$ cat src/rtl/seg7_scan_decoder.sv
// Multiplexed seven-segment bus readback: debounces {dig_sel,seg} and decodes glyphs to BCD.
// Optional SEG7_ALT_GLYPH_EN also accepts the tail-less 6/9 and the F-segment 7.
module seg7_scan_decoder #(
  parameter int NUM_DIGITS    = 4,
  parameter int STABLE_CYCLES = 4
) (
  input  logic                    clk,
  input  logic                    rst,
  input  logic [6:0]              seg,
  input  logic [NUM_DIGITS-1:0]   dig_sel,
  output logic [4*NUM_DIGITS-1:0] bcd,
  output logic [NUM_DIGITS-1:0]   digit_valid,
  output logic [NUM_DIGITS-1:0]   digit_err,
  output logic                    frame_done
);

  localparam int PW = NUM_DIGITS + 7;
  localparam int CW = $clog2(STABLE_CYCLES + 1);
  localparam logic [CW-1:0] CNT_MAX = CW'(STABLE_CYCLES);
  localparam logic [CW-1:0] CNT_HIT = CW'(STABLE_CYCLES - 1);

  logic [PW-1:0]         pair;
  logic [PW-1:0]         samp;
  logic [CW-1:0]         cnt;
  logic [NUM_DIGITS-1:0] captured;
  logic [NUM_DIGITS-1:0] cap_next;
  logic                  changed;
  logic                  one_hot;
  logic                  hit;
  logic                  legal;
  logic [3:0]            val;

  assign pair    = {dig_sel, seg};
  assign changed = (pair != samp);
  assign one_hot = (dig_sel != '0) &&
                   ((dig_sel & (dig_sel - 1'b1)) == '0);
  // cnt reaches STABLE_CYCLES-1 on the edge before the final hold edge
  assign hit      = !changed && one_hot && (cnt == CNT_HIT);
  assign cap_next = captured | dig_sel;

  always_comb begin
    legal = 1'b1;
    val   = 4'd0;
    case (seg)
      7'h7E: val = 4'd0;
      7'h30: val = 4'd1;
      7'h6D: val = 4'd2;
      7'h79: val = 4'd3;
      7'h33: val = 4'd4;
      7'h5B: val = 4'd5;
      7'h5F: val = 4'd6;
      7'h70: val = 4'd7;
      7'h7F: val = 4'd8;
      7'h7B: val = 4'd9;
`ifdef SEG7_ALT_GLYPH_EN
      7'h1F: val = 4'd6;
      7'h72: val = 4'd7;
      7'h73: val = 4'd9;
`endif
      default: legal = 1'b0;
    endcase
  end

  always_ff @(posedge clk or posedge rst) begin
    if (rst) begin
      samp        <= '0;
      cnt         <= '0;
      captured    <= '0;
      bcd         <= '0;
      digit_valid <= '0;
      digit_err   <= '0;
      frame_done  <= 1'b0;
    end else begin
      samp       <= pair;
      frame_done <= 1'b0;
      if (changed || !one_hot)
        cnt <= '0;
      else if (cnt != CNT_MAX)
        cnt <= cnt + 1'b1;
      if (hit) begin
        for (int i = 0; i < NUM_DIGITS; i++) begin
          if (dig_sel[i]) begin
            if (legal)
              bcd[4*i +: 4] <= val;
            digit_valid[i] <= legal;
            digit_err[i]   <= !legal;
          end
        end
        if (&cap_next) begin
          frame_done <= 1'b1;
          captured   <= '0;
        end else begin
          captured <= cap_next;
        end
      end
    end
  end

endmodule

$ cat config.mk
export PLATFORM = sky130hd
export DESIGN_NAME = seg7_scan_decoder
export DESIGN_NICKNAME = d
export VERILOG_FILES = /design/src/rtl/seg7_scan_decoder.sv
export SDC_FILE = /design/constraint.sdc
export NUM_CORES = 1
export LEC_CHECK = 0
export ABC_AREA = 1
export BUFFER_PORTS_ARGS = -buffer_cell sky130_fd_sc_hd__buf_2
export CAP_MARGIN = 30
export CORE_ASPECT_RATIO = 1.5
export CORE_MARGIN = 10
export CORE_UTILIZATION = 28
export CTS_BUF_LIST = sky130_fd_sc_hd__clkbuf_16
export CTS_CLUSTER_DIAMETER = 120
export DETAILED_ROUTE_END_ITERATION = 6
export GPL_ROUTABILITY_DRIVEN = 0
export SKIP_LAST_GASP = 1
export SLEW_MARGIN = 5
export SYNTH_ARGS = -nofsm -noshare
export SYNTH_HDL_FRONTEND = slang
export SYNTH_SLANG_ARGS = --single-unit
$ cat constraint.sdc
create_clock -name clk -period 4.4 [get_ports clk]
set_clock_uncertainty 0.2 [all_clocks]
set_input_delay 0.44 -clock clk [delete_from_list [all_inputs] [get_ports clk]]
set_output_delay 0.44 -clock clk [all_outputs]
set_load 0.01 [all_outputs]
# Yosys cells after proc, flatten, opt, wreduce, memory -nomap -nowiden
# Index checks and enable logic that the tools add are counted.
dict set report op_classes {
  addsub 2
  eq_ne 13
  mux 7
  n_bitwise 2
  reduce_logical 20
}
# operator n
set op_table {}
lappend op_table {{$eq 7x7->1 const B} 8}
lappend op_table {{$pmux 4 s9} 1}
lappend op_table {{$eq 7x6->1 const B} 2}
lappend op_table {{$reduce_and 3->1} 4}
lappend op_table {{$ne 11x11->1} 1}
lappend op_table {{$reduce_or 10->1} 1}
lappend op_table {{$reduce_and 2->1} 4}
lappend op_table {{$mux 3} 2}
lappend op_table {{$and 4x4->4} 1}
lappend op_table {{$logic_not 4->1} 1}
lappend op_table {{$mux 4} 1}
lappend op_table {{$or 4x4->4} 1}
lappend op_table {{$reduce_and 4->1} 1}
lappend op_table {{$reduce_bool 4->1} 1}
lappend op_table {{$sub 4x1->4 const B} 1}
lappend op_table {{$add 3x1->3 const B} 1}
lappend op_table {{$eq 3x2->1 const B} 1}
lappend op_table {{$logic_and 1x1->1} 3}
lappend op_table {{$logic_not 1->1} 3}
lappend op_table {{$mux 1} 3}
lappend op_table {{$ne 3x3->1 const B} 1}
lappend op_table {{$reduce_bool 2->1} 1}
lappend op_table {{$logic_or 1x1->1} 1}
dict set report word_totals {
  reg_bits 43
  inputBits 13
  output_inout_bits 25
  elab_cells 60
}

# Logic depth before layout (Yosys ltp)
dict set report logic_depth {
  word_depth 7
  ltp_mapped 13
  depth_no_buf 11
}

# Least setup slack after synthesis
# Ideal clock, no wire load.
dict set report synth_timing {
  kind {input -> register}
  from {input dig_sel[0]}
  to {register digit_valid[3]}
  setup_time_ns 0.119
  arrival_time_ns 1.517
  required_ns 4.081
  path_slack_ns 2.564
  path_stages 12
  n_path_buf 2
  path_cell_list {buf_4 > nor2_1 > nand2_1 > nand2_1 > inv_2 > nor2_2 > nand2_4 > nor2_8 > buf_6 > nand2_2 > nand2_1 > nand2_1}
}
dict set report synth_between {
  elab_chain_len 7
  word_cells_on_any_way 10
  classes_between {add/sub: 1; eq/ne: 1; bitwise: 1; reduce/logical: 7}
}
# item line
set synth_lines {}
lappend synth_lines {{start, declared} 10} ;# input logic [NUM_DIGITS-1:0] dig_sel,
lappend synth_lines {{$sub 4x1->4} 36} ;# ((dig_sel & (dig_sel - 1'b1)) == '0);
lappend synth_lines {{$and 4x4->4} 36}
lappend synth_lines {{$logic_not 4->1} 36}
lappend synth_lines {{$logic_and 1x1->1} 35} ;# assign one_hot = (dig_sel != '0) &&
lappend synth_lines {{$logic_and 1x1->1 (*) (2 in a row)} 38} ;# assign hit = !changed && one_hot && (cnt == CNT_HIT);
lappend synth_lines {{$reduce_and 2->1 (no source line) (*)} -}
lappend synth_lines {{end signal, assigned by index} 85} ;# digit_valid[i] <= legal;
lappend synth_lines {{end, declared} 12} ;# output logic [NUM_DIGITS-1:0] digit_valid,
# Every way passes the cells marked *; elsewhere a longest branch is shown, timed or not.
# A chain may end at the register's enable or synchronous reset.

# Worst setup path in the final report
dict set report layout_timing {
  from {input seg[4]}
  to {register bcd[0]}
}
dict set report layout_between {
  elab_chain_len 5
  word_cells_on_any_way 18
  classes_between {eq/ne: 11; mux: 2; reduce/logical: 5}
}
# item line
set layout_lines {}
lappend layout_lines {{start, declared} 9} ;# input logic [6:0] seg,
lappend layout_lines {{branches (longest 5 deep; another with $reduce_or 10->1)} -}
lappend layout_lines {{end signal, assigned by index} 84} ;# bcd[4*i +: 4] <= val;
lappend layout_lines {{end, declared} 11} ;# output logic [4*NUM_DIGITS-1:0] bcd,
# Several ways; the timed one is not identified.

==> Implementation_results.wiki <==
{| class="wikitable"
! Metric !! Value
|-
| I/O pins || 38
|-
| GRT Total Usage || 0.0989
|-
| Count of routing violations after the opening detailed-route iteration || about 110
|-
| Pin count of the biggest net entering global routing || 44
|-
| Maximum resistive drop on vdd || 135 uV
|-
| Vias in the first global route || 1963
|-
| Crit-path cells || buf_2, nand2_1, nor2_2, nand3_1, nand3_1, nor2_1, nand2_1, nand3_2, nand2_1, nand2_1
|-
| Starting Density || 0.283
|-
| DRC violation count after routing || 0
|-
| Clock Path Buffers || 2
|-
| Achievable clock frequency || 0.530 GHz
|-
| Final Util || 0.335
|-
| H-Tree Depth || 2
|-
| Synthesized area per cell || roughly 7.4 sq um
|-
| Simple logic cell fraction of the synthesized area || 0.385
|-
| Main synth FF type || sky130_fd_sc_hd__dfrtp_1
|-
| Floorplan Core Area || 0.00796 sq mm
|-
| # rows || 40
|-
| Buf/Inv on CP || 1
|-
| Worst endpoint required time || 4.38 ns
|-
| Proportion of register bits with asynchronous set or reset after synthesis || 1.00
|-
| Number of register bits inferred by synthesis || 43
|-
| Clock slew at reported path FFs || approximately 0.060 ns
|-
| Mapped Nets || ~320
|-
| Final period demand of the worst path || 1.89 ns
|-
| Number of buffers added on ports || 37
|-
| Global-route wire length before repair || between 9000 and 10000 um
|-
| Mux contribution to synthesized area || 0
|-
| Count of hold-fix buffers inserted at cts || 0
|-
| Full die area || 0.0121 sq mm
|-
| Number of max-cap violations || 0
|-
| Worst Hold Slack || 0.0928 ns
|-
| Post-route fraction of the period consumed by the critical path || 0.429
|-
| Slew at the pin with the worst max-slew slack || roughly 0.55 ns
|-
| Adder and majority cell fraction of the synthesized area || 0.0166
|-
| Top-area cell type share of the netlist area || 0.477
|-
| Vertical die dimension || 130 um
|-
| Die outline width || 93.3 um
|-
| Post-Route Setup TNS || 0 ns
|-
| Part of the Yosys area used for sequential elements || 0.477
|-
| RSZ-0062 raised after global routing || false
|-
| Critical Path Start Type || primary input
|-
| Slowest-stage cell, CP || sky130_fd_sc_hd__nand2_1
|-
| Cells resized by post-CTS repair || 0
|-
| Worst hold path class || primary input to async pin
|-
| Number of buffers inserted during clock tree synthesis || 5
|-
| Share of post-route cells with drive strength above 1 || 0.190
|-
| Drt first pass iters || 4
|-
| Total Wirelength || 5580 um
|-
| Post-CTS Setup Bufs || 0
|-
| Main combinational cell family by area after synthesis || simple AND/OR/NAND/NOR gates
|-
| Largest area contributor in the synthesized netlist || sky130_fd_sc_hd__dfrtp_1
|-
| Number of vias after detailed routing || about 2000
|-
| Total count of max-transition violations in the final report || 0
|-
| Antenna violations before repair || 0
|-
| Residual antenna-violating net count after detailed routing || 0
|-
| Post-DP HPWL || 4410 um
|-
| # setup viols final || 0
|-
| Relative max-transition margin || 0.634
|-
| Synth Area in Compound Gates || 0.0194
|-
| Summed instance area of the synthesized netlist || 0.00225 sq mm
|-
| Congestion Overflow GR || 0
|-
| Clock root cell || sky130_fd_sc_hd__clkbuf_16
|-
| ANT cells || 0
|-
| Count of mapped cells out of synthesis || about 300
|-
| Kind of critical path || primary input to register
|-
| Syn. warnings || 0
|-
| Final cell count without fillers || 448
|-
| Most numerous cell on the critical path || sky130_fd_sc_hd__nand2_1
|-
| Synth-to-Final Area Change || 18.3%
|-
| Status || completed
|-
| Worst Setup End Kind || register
|-
| Biggest cell delay along the critical path || ~0.35 ns
|-
| Clock sinks || 43
|-
| Cell variety after synth || 23
|-
| Total power density per cell area || 311 mW/mm^2
|-
| Biggest fanout along the worst timing path || 12
|-
| Xor and xnor fraction of the mapped netlist area || 0.00388
|-
| Via density || 4.36
|-
| Clock tree from TritonCTS || built
|-
| Nets || 358
|-
| Mean routed wirelength per cell || roughly 12 um
|-
| Main area contributors after synthesis || sky130_fd_sc_hd__dfrtp_1 (48%), sky130_fd_sc_hd__nand2_1 (18%), sky130_fd_sc_hd__nor2_1 (7.2%)
|-
| Cell total after placement || 440
|-
| Count of flip-flops with a built-in enable after synthesis || 0
|-
| CP arrival || 1.86 ns
|-
| Largest delay contributor family on the critical path || simple AND/OR/NAND/NOR gates
|-
| Worst-Skew Late Latency || 0.29 ns
|-
| Final hold viol count || 0
|-
| Leakage component of the power || 1.61 nW
|}
-- worst register-to-register path, cell delays in order, from the launching register on --
cell                      delay (ns)
sky130_fd_sc_hd__dfrtp_1        0.39
sky130_fd_sc_hd__nand2_1        0.07
sky130_fd_sc_hd__nand2_1        0.06
sky130_fd_sc_hd__nor2_2         0.12
sky130_fd_sc_hd__nand2_1        0.10
sky130_fd_sc_hd__nor2_4         0.13
sky130_fd_sc_hd__nand2_4        0.09
sky130_fd_sc_hd__nor2_8         0.22
sky130_fd_sc_hd__nand3_2        0.19
sky130_fd_sc_hd__nand2_1        0.10
sky130_fd_sc_hd__nand2_1        0.05
-- path summary, 6_finish.rpt --
kind / start / end / slack, ns / depth (start not counted)
worst max-delay path: seg[4] / bcd[0]$_DFFE_PP0P_ / 2.51 / 10
worst min-delay path: rst / samp[2]$_DFF_PP0_ / 0.09 / 3
worst max register to register: samp[10]$_DFF_PP0_ / bcd[0]$_DFFE_PP0P_ / 2.59 / 10
worst min register to register: bcd[3]$_DFFE_PP0P_ / bcd[3]$_DFFE_PP0P_ / 0.28 / 2
max in group asynchronous: rst / digit_valid[0]$_DFFE_PP0P_ / 3.54 / 3
min in group clk: seg[5] / samp[5]$_DFF_PP0_ / 0.12 / 1
-- power by group --
part | switching, mW | total, mW | internal, mW
clock network | 0.148 | 0.355 | 0.207
registers | 0.00296 | 0.404 | 0.401
logic | 0.0506 | 0.0696 | 0.0190
total | 0.202 | 0.829 | 0.627
-- layout make-up --
cell class | count | area [sq um]
clock buffers | 5 | 125
clock inverters | 3 | 16.3
fillers | 844 | 5290
inverters | 44 | 168
multi-input cells | 210 | 958
flip-flops and latches | 43 | 1080
well taps | 105 | 131
repair buffers | 38 | 193
-- registers in the layout, indices dropped and copies added (netlist names) --
name         flops
bcd             16
captured         4
cnt              3
digit_err        4
digit_valid      4
frame_done       1
samp            11
-- metal layers --
metal,routed length (um),vias to the layer above,share of wire,GRT usage
met5,0,-,0,0
met4,172,0,0.031,0.0601
met3,212,8,0.038,0.0253
met2,2950,38,0.53,0.172
met1,2250,895,0.40,0.104
li1,-,1011,-,-
-- layout by cell type, fill, tap and decap left out, drive strengths merged --
cell type	instances
nor2	49
nand3	20
o2111ai	1
dfrtp	43
nand2	114
clkinvlp	1
buf	38
a21oi	5
o21ai	2
ha	3
clkbuf	5
inv	45
clkinv	1
nand4	12
nor3	3
xor2	1
-- metrics by stage --
step | worst slack [ns] | total power, mW | cell area [sq um]
floorplan | 2.56 | 0.462 | 2250
global placement | 2.23 | 0.481 | 2530
detailed placement | 2.21 | 0.482 | 2530
CTS | 2.51 | 0.846 | 2670
global route | 2.33 | 0.873 | 2670
finish | 2.51 | 0.829 | 2670
-- cell families after synthesis --
group | after synthesis
adder cells (fa/ha/maj) | 3
XOR/XNOR | 1
AND/OR/NAND/NOR | 198
flip-flops | 43
AO/OA/AOI/OAI | 8
buffers and inverters | 50
-- cell usage after synthesis, types with 2 or more instances --
cell type,count
sky130_fd_sc_hd__dfrtp_1,43
sky130_fd_sc_hd__buf_6,2
sky130_fd_sc_hd__nand3_1,16
sky130_fd_sc_hd__nand2_1,111
sky130_fd_sc_hd__a21oi_1,5
sky130_fd_sc_hd__inv_2,6
sky130_fd_sc_hd__inv_1,37
sky130_fd_sc_hd__nand2_2,2
sky130_fd_sc_hd__nand3_2,4
sky130_fd_sc_hd__nor2_2,4
sky130_fd_sc_hd__nand4_1,12
sky130_fd_sc_hd__nor2_1,43
sky130_fd_sc_hd__ha_1,3
sky130_fd_sc_hd__buf_4,4
sky130_fd_sc_hd__nor3_1,3
(Power assumes the default switching activity.)
